[src/rtl/multicycle_control_fsm.sv]
// Multi-cycle RV32I sequencer: FETCH/DECODE/EXEC/MEM/WB with a ready handshake and
// a bounded memory wait. It also keeps a retired-instruction counter.
module multicycle_control_fsm #(
  parameter int unsigned TIMEOUT = 15
) (
  input  logic        clk,
  input  logic        reset,
  input  logic [6:0]  opcode,
  input  logic        zero,
  input  logic        mem_ready,
  output logic        pc_write,
  output logic        pc_src,
  output logic        ir_write,
  output logic        mem_read,
  output logic        mem_write,
  output logic        mem_to_reg,
  output logic        alu_src,
  output logic [1:0]  alu_op,
  output logic        reg_write,
  output logic        illegal_op,
  output logic        bus_fault,
  output logic [2:0]  state,
  output logic [31:0] instret
);

  localparam int unsigned WAIT_W = 8;
  localparam int unsigned CNT_W  = 32;

  localparam logic [6:0] OP_R  = 7'b0110011;
  localparam logic [6:0] OP_I  = 7'b0010011;
  localparam logic [6:0] OP_LD = 7'b0000011;
  localparam logic [6:0] OP_ST = 7'b0100011;
  localparam logic [6:0] OP_BR = 7'b1100011;

  typedef enum logic [2:0] {
    FETCH  = 3'd0,
    DECODE = 3'd1,
    EXEC   = 3'd2,
    MEM    = 3'd3,
    WB     = 3'd4,
    TRAP   = 3'd5
  } state_t;

  typedef enum logic [2:0] {
    CLS_R  = 3'd0,
    CLS_I  = 3'd1,
    CLS_LD = 3'd2,
    CLS_ST = 3'd3,
    CLS_BR = 3'd4
  } cls_t;

  state_t             st;
  state_t             st_nxt;
  cls_t               cls;
  cls_t               cls_dec;
  logic               dec_legal;
  logic [WAIT_W-1:0]  wait_cnt;
  logic               timeout_c;
  logic               retire_c;
  logic               fault_c;
  logic               wait_clr_c;

  assign state     = st;
  assign timeout_c = (wait_cnt >= WAIT_W'(TIMEOUT));

  // Opcode to instruction class
  always_comb begin
    dec_legal = 1'b1;
    cls_dec   = CLS_R;
    case (opcode)
      OP_R:    cls_dec = CLS_R;
      OP_I:    cls_dec = CLS_I;
      OP_LD:   cls_dec = CLS_LD;
      OP_ST:   cls_dec = CLS_ST;
      OP_BR:   cls_dec = CLS_BR;
      default: dec_legal = 1'b0;
    endcase
  end

  // Next state, retire and fault detection; mem_ready wins over the timeout
  always_comb begin
    st_nxt   = st;
    retire_c = 1'b0;
    fault_c  = 1'b0;
    case (st)
      FETCH: begin
        if (mem_ready) begin
          st_nxt = DECODE;
        end else if (timeout_c) begin
          st_nxt  = TRAP;
          fault_c = 1'b1;
        end
      end
      DECODE: st_nxt = dec_legal ? EXEC : TRAP;
      EXEC: begin
        case (cls)
          CLS_R, CLS_I:   st_nxt = WB;
          CLS_LD, CLS_ST: st_nxt = MEM;
          CLS_BR: begin
            st_nxt   = FETCH;
            retire_c = 1'b1;
          end
          default:        st_nxt = TRAP;
        endcase
      end
      MEM: begin
        if (mem_ready) begin
          if (cls == CLS_LD) begin
            st_nxt = WB;
          end else begin
            st_nxt   = FETCH;
            retire_c = 1'b1;
          end
        end else if (timeout_c) begin
          st_nxt  = TRAP;
          fault_c = 1'b1;
        end
      end
      WB: begin
        st_nxt   = FETCH;
        retire_c = 1'b1;
      end
      TRAP:    st_nxt = TRAP;
      default: st_nxt = TRAP;
    endcase
  end

  assign wait_clr_c = mem_ready ||
                      ((st_nxt != st) && ((st_nxt == FETCH) || (st_nxt == MEM)));

  // State, class, wait counter, sticky flags and retire counter
  always_ff @(posedge clk) begin
    if (!reset) begin
      st         <= FETCH;
      cls        <= CLS_R;
      wait_cnt   <= '0;
      illegal_op <= 1'b0;
      bus_fault  <= 1'b0;
      instret    <= '0;
    end else begin
      st <= st_nxt;
      if (st == DECODE && dec_legal) begin
        cls <= cls_dec;
      end
      if (st == DECODE && !dec_legal) begin
        illegal_op <= 1'b1;
      end
      if (fault_c) begin
        bus_fault <= 1'b1;
      end
      if (wait_clr_c) begin
        wait_cnt <= '0;
      end else if (st == FETCH || st == MEM) begin
        wait_cnt <= wait_cnt + WAIT_W'(1);
      end
      if (retire_c) begin
        instret <= instret + CNT_W'(1);
      end
    end
  end

  // Datapath strobes; all forced low while reset is held
  always_comb begin
    pc_write   = 1'b0;
    pc_src     = 1'b0;
    ir_write   = 1'b0;
    mem_read   = 1'b0;
    mem_write  = 1'b0;
    mem_to_reg = 1'b0;
    alu_src    = 1'b0;
    alu_op     = 2'b00;
    reg_write  = 1'b0;
    if (reset) begin
      case (st)
        FETCH: begin
          mem_read = 1'b1;
          if (mem_ready) begin
            ir_write = 1'b1;
            pc_write = 1'b1;
          end
        end
        EXEC: begin
          case (cls)
            CLS_R: alu_op = 2'b10;
            CLS_I: begin
              alu_src = 1'b1;
              alu_op  = 2'b10;
            end
            CLS_LD, CLS_ST: alu_src = 1'b1;
            CLS_BR: begin
              alu_op = 2'b01;
              if (zero) begin
                pc_write = 1'b1;
                pc_src   = 1'b1;
              end
            end
            default: alu_op = 2'b00;
          endcase
        end
        MEM: begin
          if (cls == CLS_LD) begin
            mem_read = 1'b1;
          end else if (cls == CLS_ST) begin
            mem_write = 1'b1;
          end
        end
        WB: begin
          reg_write  = 1'b1;
          mem_to_reg = (cls == CLS_LD);
        end
        default: reg_write = 1'b0;
      endcase
    end
  end

endmodule

[config.mk]
export PLATFORM = sky130hd
export DESIGN_NAME = multicycle_control_fsm
export DESIGN_NICKNAME = d
export VERILOG_FILES = /design/src/rtl/multicycle_control_fsm.sv
export SDC_FILE = /design/constraint.sdc
export NUM_CORES = 1
export LEC_CHECK = 0
export ABC_AREA = 1
export BUFFER_PORTS_ARGS = -buffer_cell sky130_fd_sc_hd__buf_2
export CAP_MARGIN = 20
export CORE_MARGIN = 4
export CORE_UTILIZATION = 45
export CTS_BUF_LIST = sky130_fd_sc_hd__clkbuf_16
export DETAILED_ROUTE_END_ITERATION = 7
export PLACE_DENSITY = 0.75
export SYNTH_ARGS = -nofsm -noshare
export SYNTH_HDL_FRONTEND = slang
export SYNTH_SLANG_ARGS = --single-unit
[constraint.sdc]
create_clock -name clk -period 2.24 [get_ports clk]
set_input_delay 0.448 -clock clk [delete_from_list [all_inputs] [get_ports clk]]
set_output_delay 0.448 -clock clk [all_outputs]
set_load 0.02 [all_outputs]
* Word-level counts from Yosys, hierarchy flattened
Cells that the tools add are included.
Operators by class: $add $sub $neg 2, $lt $le $gt $ge 1, equal/unequal tests 15, multiplexer cells 42, bitwise logic cells 1, reduce and logical (&&, ||, !) cells 16
Operators by type and width (count):
- 32-bit by 1-bit adder with 32-bit output (second input constant) | 1
- 1-bit two-way mux | 28
- 3-bit by 2-bit equality test with 1-bit output (second input constant) | 5
- 3-bit two-way mux | 5
- 3-bit one-hot mux with 5 select lines | 1
- 7-bit by 6-bit equality test with 1-bit output (second input constant) | 2
- 3-bit one-hot mux with 4 select lines | 1
- 3-bit zero test | 3
- 3-bit one-hot mux with 3 select lines | 1
- 8-bit by 1-bit adder with 8-bit output (second input constant) | 1
- 8-bit by 4-bit greater-or-equal comparator with 1-bit output (second input constant) | 1
- 2-bit OR reduction | 4
- 7-bit by 2-bit equality test with 1-bit output (second input constant) | 1
- 7-bit by 5-bit equality test with 1-bit output (second input constant) | 1
- 7-bit equality test (second input constant) | 1
- 3-bit by 1-bit equality test with 1-bit output (second input constant) | 2
- 3-bit equality test (second input constant) | 2
- 5-bit OR reduction | 1
- 2-bit two-way mux | 2
- 1-bit one-hot mux with 2 select lines | 2
- 2-bit one-hot mux with 2 select lines | 1
- 1-bit logical AND | 3
- 1-bit logical OR | 3
- 3-bit != test | 1
- 4 further kinds | 4
Storage, ports and cells: bits in registers 48, input port bits 11, output and inout port bits 47, word-level logic and storage cells 83

* Depth between registers and ports, before layout
Gate-level depths: netlist of the first run.
word-level depth 10, depth in mapped cells 12, mapped depth without buffers 12

* Least setup slack after synthesis of the first run
OpenSTA, ideal clock, no wires.
path type input -> output, start point input reset, end point output pc_write, arrival 1.568 ns, required time 1.792 ns, path slack 0.224 ns, stages on the path 4, buffers on the path 1, cells stage by stage clkbuf_1 -> inv_1 -> nor3_1 -> or2_2
Between the ends: longest elaborated chain between the ends 1
RTL lines:
- start, declared | RTL line 7 | input logic reset,
- 1-bit two-way mux | RTL line 173 | if (reset) begin
- end, declared | RTL line 11 | output logic pc_write,
Every way passes these cells.

* Worst setup path after layout of the first run
start point register st[2] (netlist: state[2]), end point output pc_write
Between the ends: longest elaborated chain between the ends 3, elaborated cells between the ends (all ways) 4, classes of those cells eq/ne: 1; mux: 2; reduce/logical: 1
RTL lines:
- start, declared | RTL line 52 | state_t st;
- start signal, assigned | RTL line 141 | st <= st_nxt;
- 3-bit by 2-bit equality test with 1-bit output / 3-bit zero test (equally long branches) | RTL line 174 | case (st)
- 1-bit one-hot mux with 2 select lines * | RTL line 174
- 1-bit two-way mux * | RTL line 173
Every way passes the cells marked *; elsewhere a longest branch is shown, timed or not.

==> summary.md, run 1 <==
| Metric | Value |
|---|---|
| Fmax | about 480 MHz |
| Post-Syn Instances | 461 |
| Worst-Margin Slew | slightly above 500 ps |
| DR iter-0 viols | 227 |
| CP required | about 1800 ps |
| Ys Warns | 0 |
| Most common cell after layout, fill and taps aside | nand2_1 |
| DRT Wirelength | 7360 um |
| M1 wire length | ~3400 um |
| DR vias/cell | around 5.1 |
| Setup TNS | 0 ps |
| Number of global-route vias before repair | roughly 2700 |
| First-pass GRT wire length | 12500 um |
| Number of synthesized flops with an enable pin | 0 |
| Worst path cell trace | inv_2 -> nand3_1 -> nor2_1 -> and3_1 -> or2_2 -> buf_2 |
| Worst Path Max Fanout | 6 |
| Register bit total from synthesis | 48 |
| Clk sinks | 48 |
| Multi-input gate area | between 1500 and 2000 um2 |
| Slew HR | between 60 and 70% |
| Static Leak | approximately 1.5 nW |
| Highest metal used | met4 |
| Tot GR Track Use | approximately 20% |
| Number of I/O port buffers | 57 |
| Die area | between 7000 and 8000 um2 |
| Post-DP HPWL | between 5000 and 6000 um |
| DIE WIDTH | about 88 um |
| Drt pass-1 iters | 4 |
| Sequential area share after synthesis | between 30% and 40% |
| Vias post-DR | 3028 |
| CP max stage cell | dfxtp_1 |
| Slowest cell delay on critical path | 450 ps |
| Slew Viols, Final | 0 |
| Initial antenna violation count | 0 |
| WL per Instance | between 10 and 15 um |
| Clk root buf | clkbuf_16 |
| Area Growth Syn to Fin | 18.8% |
| CTS buffer count | 5 |
| Routability cong. | a little under 0.9 |
| Num ports | 58 |
| Worst Clk Skew | between 6 and 7 ps |
| Setup repair after global routing missed its margin | false |
| Run status | complete, no violations |
| Mapped Nets | about 470 |
| Hold Buf Count CTS | 0 |
| Endpoint type of the worst setup path | output pin |
| Clk Latency, worst-skew pair | around 290 ps |
| Async set-reset flop share out of synthesis | 0% |
| Met3 WL | 468 um |
| Metal2 WL | roughly 3400 um |
| Critical Path Source Type | register |
| Cts repair resizes | 0 |
| Layout cell share with drive strength beyond 1 | 18.2% |
| DP Worst Slack | 430 ps |
| PnR worst setup slack | between 150 and 200 ps |
| Sequential Area | between 900 and 1000 um2 |
| Filler Cell Count | 653 |
| Worst Hold Class | register to register |
| Power, Total | between 2 and 2.5 mW |
| Die Y | slightly below 90 um |
| Final setup violation count | 0 |
| # H-tree levels | 2 |
| Syn Std Cell Area | approximately 2900 um2 |
| Longest Clk Path Bufs | 2 |
| Power Dens Cells | about 590 nW/um2 |
| Netlist cell types | 34 |
| Period Utilization, post-route | roughly 92% |
| Pin count of the biggest net entering global routing | 24 |
| Final Hold Viols | 0 |
| Worst VDD drop | 0.000336 V |
| Nets | ~530 |
| Core Area | about 6300 um2 |
| Worst endpoint data arrival time | about 1600 ps |
| Worst reg2reg setup slack | ~400 ps |
| Crit Path Category | register to output pin |
| # diodes | 0 |
| Post-CTS Setup Repair Bufs | 0 |
| Total gr overflow | 0 |
| Routed Antenna Nets | 0 |
| CTS tree | built |
| Post-layout min period | around 2100 ps |
| Most frequent cells in the layout | nand2_1 (123), nor2_1 (70), buf_2 (57), inv_1 (54), dfxtp_1 (48) |
| Max Cap Viol | 0 |
| Rows | 29 |
| Post-synth top flop | dfxtp_1 |
| Clock transition at path regs | roughly 70 ps |
| Avg Cell Area, Syn | 6.31 um2 |
| # DRC | 0 |
| Initial core utilization | between 40% and 50% |
-- synth_stat cells, drive strengths merged (2+ instances only) --
cell	n	area share (%)
a21oi	32	5.5
nand2	128	17
nand3	29	5.2
xnor2	7	2.1
o22ai	2	0.43
nand3b	5	1.3
xor2	11	3.3
nor3	29	5.7
nor2	74	10
clkbuf	4	0.52
o21ai	9	1.5
ha	2	0.86
nand4	7	2.0
or2	2	0.43
dfxtp	48	33
inv	60	7.7
buf	5	0.99
-- metal layers --
| layer | global-route usage, % | up-vias |
|---|---|---|
| met5 | 0 | - |
| met4 | 5.22 | 0 |
| met3 | 3.54 | 9 |
| met2 | 32.3 | 85 |
| met1 | 27.0 | 1345 |
| li1 | - | 1589 |
-- kinds of logic after synthesis --
logic type,count (synthesis),synth area share [%]
DFF,48,33.0
AOI/OAI and AO/OA,47,8.61
and+or+nand+nor,277,42.8
adders and majority gates,2,0.860
buffers and inverters,69,9.25
xor gates and xnor gates,18,5.42
-- worst paths after layout --
| check | from | endpoint | cells past startpoint |
|---|---|---|---|
| setup reg to reg | cls[2] | instret[9] | 11 |
| hold reg to reg | illegal_op | illegal_op | 2 |
| hold / removal | illegal_op | illegal_op | 2 |
| setup / recovery | state[2] | pc_write | 6 |
-- sequential cells by signal, summed over array words and instances, names as in the netlist --
register,count
illegal_op,1
instret,32
cls,3
wait_cnt,8
state,3
bus_fault,1
-- area by class of cell --
class | count | area share (%)
flip-flops and latches | 48 | 27.8
clock inverters | 3 | 1.34
well taps | 77 | 2.79
clock buffers | 5 | 3.62
repair buffers | 62 | 9.34
multi-input cells | 344 | 48.6
inverters | 60 | 6.52
-- worst max-delay path: cells and delay by family (launching register included) --
family / cells / cell delay (ps)
buffers and inverters: 2 / 230
AND/OR/NAND/NOR: 4 / 660
flip-flops: 1 / 450
-- metrics by stage --
| step | hold WS (ps) | area (um2) | std cells | util [%] |
|---|---|---|---|---|
| 3_3_place_gp | 436 | 3280 | 591 | 52.0 |
| 3_5_place_dp | 443 | 3280 | 591 | 52.0 |
| 2_1_floorplan | 473 | 2910 | 461 | - |
| 4_1_cts | 450 | 3450 | 599 | 54.7 |
| 6_report | 446 | 3450 | 599 | 54.7 |
| 5_1_grt | 461 | 3450 | 599 | 54.7 |
-- power breakdown --
group / switching [mW] / leakage (nW) / internal, mW
combinational: 0.194 / 1.04 / 0.0906
clock: 0.333 / 0.0804 / 0.531
sequential: 0.0238 / 0.388 / 0.872
total: 0.550 / 1.50 / 1.49
(Power assumes the default switching activity.)
==> run 2, diff against run 1 <==
Settings changed: CORE_ASPECT_RATIO from default to 2, GPL_ROUTABILITY_DRIVEN from default to 1, HOLD_SLACK_MARGIN from default to 0.03.
==> run 2 against run 1 <==
  * Largest cell class unchanged
  * Sequential power about the same
  * Cell count up 1.7%
  * First-iteration DRC count down 40%
  * Non-clock buffer count up 1
  * Flip-flop and latch count unchanged
==> summary.md, run 2 (synthesis gave the netlist of run 1 again) <==
| Metric | Value |
|---|---|
| Worst Clk Skew | 6.13 ps (was 6.90 ps) |
| Run status | complete, no violations (unchanged) |
| Initial core utilization | 46.1% (about the same) |
| Most frequent cells in the layout | nand2_1 (123), nor2_1 (70), buf_2 (57), inv_1 (54), dfxtp_1 (48) (unchanged) |
| Clk root buf | clkbuf_16 (unchanged) |
| Most common cell after layout, fill and taps aside | nand2_1 (unchanged) |
| Filler Cell Count | 653 (unchanged) |
| Rows | 41 (was 29) |
| CTS tree | built (unchanged) |
| Hold Slack | 446 ps (about the same) |
| Power Dens Cells | 585 nW/um2 (was 592 nW/um2) |
| Static Leak | 1.51 nW (was 1.50 nW) |
| PnR worst setup slack | 113 ps (was 171 ps) |
| Biggest registers after layout | instret (32), wait_cnt (8) (unchanged) |
| # DRC | 0 (unchanged) |
| Clock transition at path regs | 60 ps (was 70 ps) |
| Vias post-DR | 3112 (was 3028) |
| DIE WIDTH | 64.8 um (was 88.4 um) |
| Die Y | 122 um (was 88.4 um) |
| DRT Wirelength | 8110 um (was 7360 um) |
| Longest Clk Path Bufs | 2 (unchanged) |
| Max FFs per register | 32 (unchanged) |
| Hold Buf Count CTS | 0 (unchanged) |
| Core Area | 6310 um2 (about the same) |
| Setup TNS | 0 ps (unchanged) |
| Drt pass-1 iters | 4 (unchanged) |
| Slew HR | 65.8% (was 65.6%) |
| Setup repair after global routing missed its margin | false (unchanged) |
| Clk Latency, worst-skew pair | 290 ps (about the same) |
| First-pass GRT wire length | 13400 um (was 12500 um) |
| Layout cell share with drive strength beyond 1 | 18.0% (was 18.2%) |
| Worst-Margin Slew | 509 ps (was 513 ps) |
| Die area | 7890 um2 (was 7810 um2) |
| Pin count of the biggest net entering global routing | 21 (was 24) |
| DR iter-0 viols | 137 (was 227) |
| Number of global-route vias before repair | 3101 (was 2728) |
| Total gr overflow | 0 (unchanged) |
| WL per Instance | 13.3 um (was 12.3 um) |
| Crit Path Category | register to output pin (unchanged) |
| Worst VDD drop | 0.000539 V (was 0.000336 V) |
| Slew Viols, Final | 0 (unchanged) |
| Multi-input gate area | 1680 um2 (unchanged) |
| Most flops, register | instret (unchanged) |
| Final Hold Viols | 0 (unchanged) |
| Worst Path Max Fanout | 6 (unchanged) |
| Fmax | 470 MHz (was 483 MHz) |
| Nets | 535 (was 534) |
| DR vias/cell | 5.11 (was 5.06) |
| Tot GR Track Use | 21.7% (was 19.8%) |
| Number of I/O port buffers | 57 (unchanged) |
| DP Worst Slack | 387 ps (was 430 ps) |
| Num ports | 58 (unchanged) |
| # diodes | 0 (unchanged) |
| Max Cap Viol | 0 (unchanged) |
| Endpoint type of the worst setup path | output pin (unchanged) |
| Post-layout min period | 2130 ps (was 2070 ps) |
| Period Utilization, post-route | 94.9% (was 92.4%) |
| Routability cong. | 0.942 (was 0.895) |
| CTS buffer count | 5 (unchanged) |
| Routed Antenna Nets | 0 (unchanged) |
| Worst Hold Class | input port to register (was register to register) |
| Initial antenna violation count | 0 (unchanged) |
| Post-DP HPWL | 6470 um (was 5790 um) |
| Sequential Area | 961 um2 (unchanged) |
| # H-tree levels | 2 (unchanged) |
| Final setup violation count | 0 (unchanged) |
| Area Growth Syn to Fin | 19.1% (was 18.8%) |
| Worst reg2reg setup slack | 370 ps (was 400 ps) |
| Post-CTS Setup Repair Bufs | 0 (unchanged) |
| Clk sinks | 48 (unchanged) |
| Critical Path Source Type | register (unchanged) |
| CP required | 1790 ps (about the same) |
| Worst endpoint data arrival time | 1680 ps (was 1620 ps) |
| Cts repair resizes | 0 (unchanged) |
-- run 2: changes by cell type in the layout (fill, tap and decap cells not counted), sizes merged --
cell	delta
buf	+1
clkinv	+2
clkinvlp	-1
inv	-1
-- run 2: cell type report --
| class | instances | area share, % |
|---|---|---|
| clock buffer | 5 | 3.61 |
| clock inverter | 3 | 1.08 |
| inverter | 60 | 6.50 |
| multi-input combinational | 344 | 48.4 |
| sequential | 48 | 27.7 |
| tap | 86 | 3.11 |
| timing repair buffer | 63 | 9.53 |
-- run 2: stage by stage --
stage                     instance area [um2]  instances  utilization, %  power (mW)
after floorplan                          2910        461               -        1.12
after global placement                   3300        601            52.3        1.19
after detailed placement                 3300        601            52.3        1.20
after CTS                                3460        609            54.9        2.04
after global routing                     3460        609            54.9        2.11
final                                    3460        609            54.9        2.03
-- run 2: path summary, 6_finish.rpt --
kind                                 start         end  cells past startpoint
worst max-delay path              state[1]    mem_read                      6
worst min-delay path             opcode[6]      cls[2]                      3
worst max register to register      cls[2]  instret[9]                     11
worst min register to register  illegal_op  illegal_op                      2
-- run 2: routing by layer --
metal	routed length, um	part of all wire (%)	vias to the layer above	global-route usage (%)
met5	0	0	-	0
met4	367	4.5	0	14.7
met3	374	4.6	25	3.41
met2	4660	58	82	42.8
met1	2700	33	1419	19.1
li1	-	-	1586	-
-- run 2: power by group --
part / total, mW / switching (mW) / internal, mW
Sequential: 0.896 / 0.0236 / 0.873
Clock: 0.844 / 0.324 / 0.519
Combinational: 0.288 / 0.199 / 0.0888
-- run 2: worst max-delay path, stage by stage, from the launching register on --
cell and delay [ps]:
dfxtp_1 350, nor2_1 180, nand2_1 200, nand2_2 190
inv_2 70, a211oi_1 190, buf_2 210
